===== src/rtl/fifo_control.sv =====
// fifo_control: pointer/flag controller for a dual-port FIFO memory with registered read
// Ports: clk, reset (sync, active-high); push/pop requests in; write_enable/read_enable and
// write_addr/read_addr to the memory; full/empty/almost_full/almost_empty/fifo_count status;
// data_valid marks the memory output one cycle after an accepted pop; error is sticky.
module fifo_control #(
  parameter int DEPTH     = 8,
  parameter int AF_THRESH = 6,
  parameter int AE_THRESH = 2
) (
  input  logic       clk,
  input  logic       reset,
  input  logic       push,
  input  logic       pop,
  output logic       write_enable,
  output logic       read_enable,
  output logic [3:0] write_addr,
  output logic [3:0] read_addr,
  output logic       full,
  output logic       empty,
  output logic       almost_full,
  output logic       almost_empty,
  output logic [4:0] fifo_count,
  output logic       data_valid,
  output logic       error
);
  logic [3:0] wr_ptr, rd_ptr;
  logic [4:0] count;
  assign empty        = count == 5'd0;
  assign full         = count == 5'(DEPTH);
  assign almost_full  = count >= 5'(AF_THRESH);
  assign almost_empty = count <= 5'(AE_THRESH);
  assign fifo_count   = count;
  assign write_addr   = wr_ptr;
  assign read_addr    = rd_ptr;
  assign read_enable  = pop & ~empty;
  assign write_enable = push & (~full | read_enable);
  always_ff @(posedge clk) begin
    if (reset) begin
      wr_ptr     <= '0;
      rd_ptr     <= '0;
      count      <= '0;
      data_valid <= 1'b0;
      error      <= 1'b0;
    end else begin
      if (write_enable) wr_ptr <= wr_ptr == 4'(DEPTH - 1) ? 4'd0 : wr_ptr + 4'd1;
      if (read_enable) rd_ptr <= rd_ptr == 4'(DEPTH - 1) ? 4'd0 : rd_ptr + 4'd1;
      count      <= count + 5'(write_enable) - 5'(read_enable);
      data_valid <= read_enable;
      error      <= error | (push & full & ~pop) | (pop & empty);
    end
  end
endmodule


===== config.mk =====
export PLATFORM = sky130hd
export DESIGN_NAME = fifo_control
export DESIGN_NICKNAME = d
export VERILOG_FILES = /design/src/rtl/fifo_control.sv
export SDC_FILE = /design/constraint.sdc
export NUM_CORES = 1
export LEC_CHECK = 0
export CELL_PAD_IN_SITES_DETAIL_PLACEMENT = 0
export CELL_PAD_IN_SITES_GLOBAL_PLACEMENT = 1
export CORE_MARGIN = 8
export CORE_UTILIZATION = 30
export DETAILED_ROUTE_END_ITERATION = 8
export GPL_TIMING_DRIVEN = 0
export PLACE_DENSITY = 0.82
export SKIP_CTS_REPAIR_TIMING = 1
export SYNTH_ARGS = -nofsm -noshare
export SYNTH_HDL_FRONTEND = slang
export SYNTH_SLANG_ARGS = --single-unit

===== constraint.sdc =====
create_clock -name clk -period 2.8 [get_ports clk]
set_clock_uncertainty 0.15 [all_clocks]
set_input_delay 0.84 -clock clk [delete_from_list [all_inputs] [get_ports clk]]
set_output_delay 0.84 -clock clk [all_outputs]
set_load 0.01 [all_outputs]

==> flow_summary_export.csv <==
group,metric,value,unit
outcome,outcome,"finished with violations",
outcome,violations,"setup timing",
yosys,yosysSeqAreaShare,35.3,%
die,start_util,31.1,%
placed_design,port_buffers,24,
finish,fin_nets,153,
global_route,antenna_found_initial,0,
drt,num_vias,813,
finish,syn2layout_area_growth,53.1,%
drt,wl_met3,192,um
yosys,yosys_register_bits,15,
finish,fin_cells,166,
yosys,syn_avg_cell_area,8.77,um2
clocking,clock_path_buffers,2,
drt,ant_nets,0,
power,ir_worst_vdd,551,uV
placed_design,place_area,1140,um2
die,dieArea,4800,um2
sta,slew_headroom,68.4,%
setup_path,cp-end-kind,"register",
drt,dr.pass1.iters,4,
placed_design,dp_slack,-0.605,ns
global_route,grt_usage,8.35,%
clocking,clk_pin_slew_worst_paths,0.09,ns
setup_path,slowest_delay,0.49,ns
finish,drive_gt1_share,23.0,%
drt,vias_per_cell,4.90,
finish,diodes,0,
sta,finalCriticalPeriod,2.86,ns
setup_path,path_class,"reg2reg",
setup_path,worst_path_max_delay_cell,"or4b_4",
clocking,cts_root_buf,"clkbuf_4",
die,rows,19,
yosys,yosysTopAreaCell,"dfxtp_1",
global_route,grt_pass1_wl,3420,um
sta,setup_ws,-0.0592,ns
setup_path,critPathArrivalTime,2.93,ns
drt,wl_met1,949,um
die,ios,25,
yosys,synthCells,97,
placed_design,gp_congestion,0.756,
global_route,grt_start_max_net_pins,11,
setup_path,worstPathCellList,"inv_4 > ha_4 > or4b_4 > nand2_4 > inv_4 > ha_4 > inv_2 > ha_4 > fa_2 > nand2b_1 > a21oi_2 > or3_1 > a21oi_1",
yosys,yosysUniqueCellTypes,25,
power,power_density,959,nW/um2
setup_path,crit_top_cell,"ha_4",
sta,worstMarginPinSlew,0.474,ns
yosys,synth_top_area_share,35.3,%
clocking,cts_tree,"built",
yosys,synth.net_count,114,
finish,fillers,254,
min_path,hp-class,"reg2reg",
yosys,synth_area,851,um2
yosys,synthTopCellsByArea,"dfxtp_1, ha_1, inv_1",
drt,drtIter0Drc,39,
die,die-width,69.3,um
power,p_leak,0.604,nW
run,drv_cap,0,
drt,wl_met2,1180,um
clocking,numCtsBuffers,3,
die,coreArea,2730,um2
drt,drc,0,
global_route,overflow,0,
setup_path,required,2.87,ns
die,die_h,69.3,um
drt,wl,2320,um
sta,final-setup-viol-count,1,
clocking,cts.sink_count,15,
setup_path,start_kind,"register",
sta,slew_viol_final,0,
sta,maxClockFrequency,0.350,GHz
setup_path,path_max_fanout,3,
sta,report.final.hold_viol_count,0,
drt,wl_per_cell,14.0,um
placed_design,place_inst,152,
drt,top_layer_used,"met3",
global_route,first_global_vias,752,
yosys,ys_warn_count,0,
finish,final_area,1300,um2
clocking,htree_levels,1,
sta,rsz0062_at_grt,"true",
placed_design,hpwl,1580,um
sta,fin_crit_sh,102,%
clocking,clk_latency,0.28,ns
flip-flops by register name (all words and copies together) (netlist names):
name and count:
data_valid 1, error 1, fifo_count 5, read_addr 4
write_addr 4
per-layer routing:
layer | global-route usage [%] | vias to the layer above
li1 | - | 403
met1 | 8.61 | 387
met2 | 14.3 | 23
met3 | 5.01 | 0
met4 | 1.37 | 0
met5 | 0 | -
synthesized netlist by cell type:
cell type  count
a21oi_1        9
o311ai_0       1
nand2b_1       1
fa_1           1
nor2_1        10
o21ai_4        1
xor2_1         4
or4_1          2
or4b_1         1
o21ai_0        3
nand3_1        4
nor2b_1        3
o211ai_1       1
or4b_4         1
and2b_1        1
ha_1          12
dfxtp_1       15
nand2_2        1
nand2_1        6
mux2i_1        1
o21ai_1        1
inv_1         13
or3_1          3
a221oi_1       1
clkbuf_1       1
layout make-up:
cell class	instances	area [um2]	share of cell area [%]
Sequential cell	15	307	23.5
Multi-Input combinational cell	68	551	42.3
Clock buffer	4	26.3	2.02
Tap cell	31	38.8	2.98
Buffer	1	3.75	0.288
Inverter	13	53.8	4.13
Timing Repair Buffer	34	323	24.8
worst max-delay path, delay by kind of cell, from the launching register on:
family	cells	cell delay (ns)
AOI/OAI and AO/OA	2	0.18
adders and majority gates	4	0.88
buffers and inverters	3	0.15
DFF	1	0.37
and+or+nand+nor	4	1.06
power by group:
part           switching [mW]  total (mW)  internal, mW  leakage [nW]
combinational           0.366       0.794         0.428         0.465
clock                  0.0690       0.124        0.0553        0.0150
sequential             0.0591       0.330         0.271         0.124
cell usage in the layout (no fill, tap or decap), types with 2 or more instances in the layout:
master,Yosys,layout
nand3_1,4,4
nand2_1,6,6
or4_1,2,2
clkbuf_1,1,2
a21oi_1,9,8
dfxtp_2,0,2
inv_4,0,2
dfxtp_1,15,12
clkbuf_4,0,3
inv_1,13,8
ha_4,0,3
or4b_4,1,2
inv_2,0,3
buf_4,0,10
nor2b_1,3,3
o21ai_0,3,3
nor2_1,10,10
ha_1,12,9
clkdlybuf4s50_1,0,18
or3_1,3,3
xor2_1,4,4
dlymetal6s2s_1,0,5
cell families after synthesis:
family,Yosys count,share of synthesized area [%]
buf+inv,14,6.18
mux,1,1.18
simple gates,33,20.7
xor+xnor,4,4.12
compound gates,17,12.5
flops,15,35.3
fa+ha+maj,13,20.0
final timing paths:
check	start	end	slack [ns]	cells past startpoint
max	fifo_count[2]	fifo_count[4]	-0.06	13
min	read_addr[1]	read_addr[1]	0.36	2
max reg2reg	fifo_count[2]	fifo_count[4]	-0.06	13
min reg2reg	read_addr[1]	read_addr[1]	0.36	2
metrics by stage:
stage	TNS, ns	util (%)	power, mW	hold WS [ns]
2_1_floorplan	0	-	0.707	0.358
3_5_place_dp	-1.99	41.8	0.983	0.353
3_3_place_gp	-2.00	41.8	0.965	0.335
5_1_grt	-0.166	47.6	1.36	0.381
4_1_cts	-1.63	42.7	1.11	0.366
6_report	-0.0592	47.6	1.25	0.360
Note: power is estimated with default switching activity, not from simulation.
==> RTL edit, RTL diff (same flow settings) <==
Set the parameter `AF_THRESH` to 4 (it was 6).
--- a/src/rtl/fifo_control.sv
+++ b/src/rtl/fifo_control.sv
@@ -6,3 +6,3 @@
   parameter int DEPTH     = 8,
-  parameter int AF_THRESH = 6,
+  parameter int AF_THRESH = 4,
   parameter int AE_THRESH = 2
Formal check against the unedited RTL: not equivalent (Yosys sat finds a counterexample within 10 cycles, from zero or initial values and one cycle with reset high).
==> RTL edit against the unedited design <==
- sequential cell count is the same
- final area shrank 2.5%
- via count shrank 7.1%
- routed wire length shrank 3.8%
- power grew 0.13%
- cell count shrank 3.6%
- combinational power shrank 0.5%
- sequential share of layout area grew 0.60 points
- worst setup slack gained 0.12 ns
- area after synthesis shrank 0.74%
- largest power group unchanged
- highest routed layer is now met4
==> RTL edit: results (changes against the unedited design) <==
[power_and_ir_drop]
p_sw_mw = 0.496  ; +0.32%
peakVddDrop_v = 0.000695  ; +26%
seqPwrFrac = 0.266  ; +0.002
clkPwrFrac = 0.102  ; +0.002
power.leakage_nw = 0.575  ; -4.9%

[final_layout]
drive_above_1_share = 0.233  ; +0.00293
clock_buffer_count = 3  ; -1
num-nonclk-buffers = 31  ; -11%
bufAreaShareNonClock = 0.232  ; -0.0192
clkCellAreaFrac = 0.0217  ; +0.00150
multi_input_area_um2 = 559  ; +1.6%
fin_util = 0.469  ; -0.00782
fill_cells = 278  ; +9.4%

[placement]
dpl.hpwl_um = 1670  ; +5.4%
placed_area_um2 = 1140  ; +0.11%
place_inst = 150  ; -1.3%
pre_cts_slack_ns = -0.636  ; -0.0315 ns

[setup_path]
worstPathArrival_ns = 1.75  ; -1.18 ns
cp_max_fo = 4  ; +1

[drt]
drt-initial-drc-count = 33  ; -15%
routed.top_layer = met4
route.met3.wl_um = 136  ; -29%
routedWlPerCell_um = 13.9  ; -0.19%
vias = 755  ; -7.1%
route.met2.wl_um = 1170  ; -0.85%

[global_route]
use_met3 = 0.0458  ; -0.00429
grt_pass1_vias = 797  ; +6.0%
grt_pass1_wl_um = 3620  ; +5.9%
use_met2 = 0.171  ; +0.0277
grt_usage = 0.0895  ; +0.00600
met1_usage = 0.0808  ; -0.00525

[synth]
yosys-mux-area-fraction = 0.0356  ; +0.0238
synth_xor_area_frac = 0.0311  ; -0.0101
syn_area_per_cell_um2 = 8.89  ; +1.4%
synth_common_cells = 15 x dfxtp_1, 12 x nor2_1, 11 x ha_1, 11 x inv_1, 9 x a21oi_1

[worst_hold_path]
hold_end = error

[timing]
fin_hold_ws_ns = 0.341  ; -0.0186 ns

[run_status]
status = completed

-- RTL edit: cell count changes in the layout (fill, tap and decap cells not counted), moves of 2 or more --
cell	change
buf_4	-4
inv_1	-3
inv_2	+2
mux2i_1	+2
nand3_1	-2
nand4_1	+2
nor2_1	+2
-- RTL edit: how the worst max path moves through the flow --
stage	startpoint	slack, ns	depth (start not counted)	endpoint
3_5_place_dp	pop	-0.64	5	write_enable
6_report	fifo_count[2]	0.06	6	write_enable
4_1_cts	pop	-0.64	5	write_enable
3_3_place_gp	pop	-0.61	5	write_enable
5_1_grt	fifo_count[2]	-0.04	6	almost_empty
2_1_floorplan	fifo_count[2]	0.02	13	fifo_count[4]
-- RTL edit: worst register-to-register path, delay by kind of cell (launching register included) --
family	cells	cell delay, ns
flip-flops	1	0.37
AO/OA/AOI/OAI	3	0.35
adder cells (fa/ha/maj)	3	0.68
buffers and inverters	2	0.15
AND/OR/NAND/NOR	3	0.93
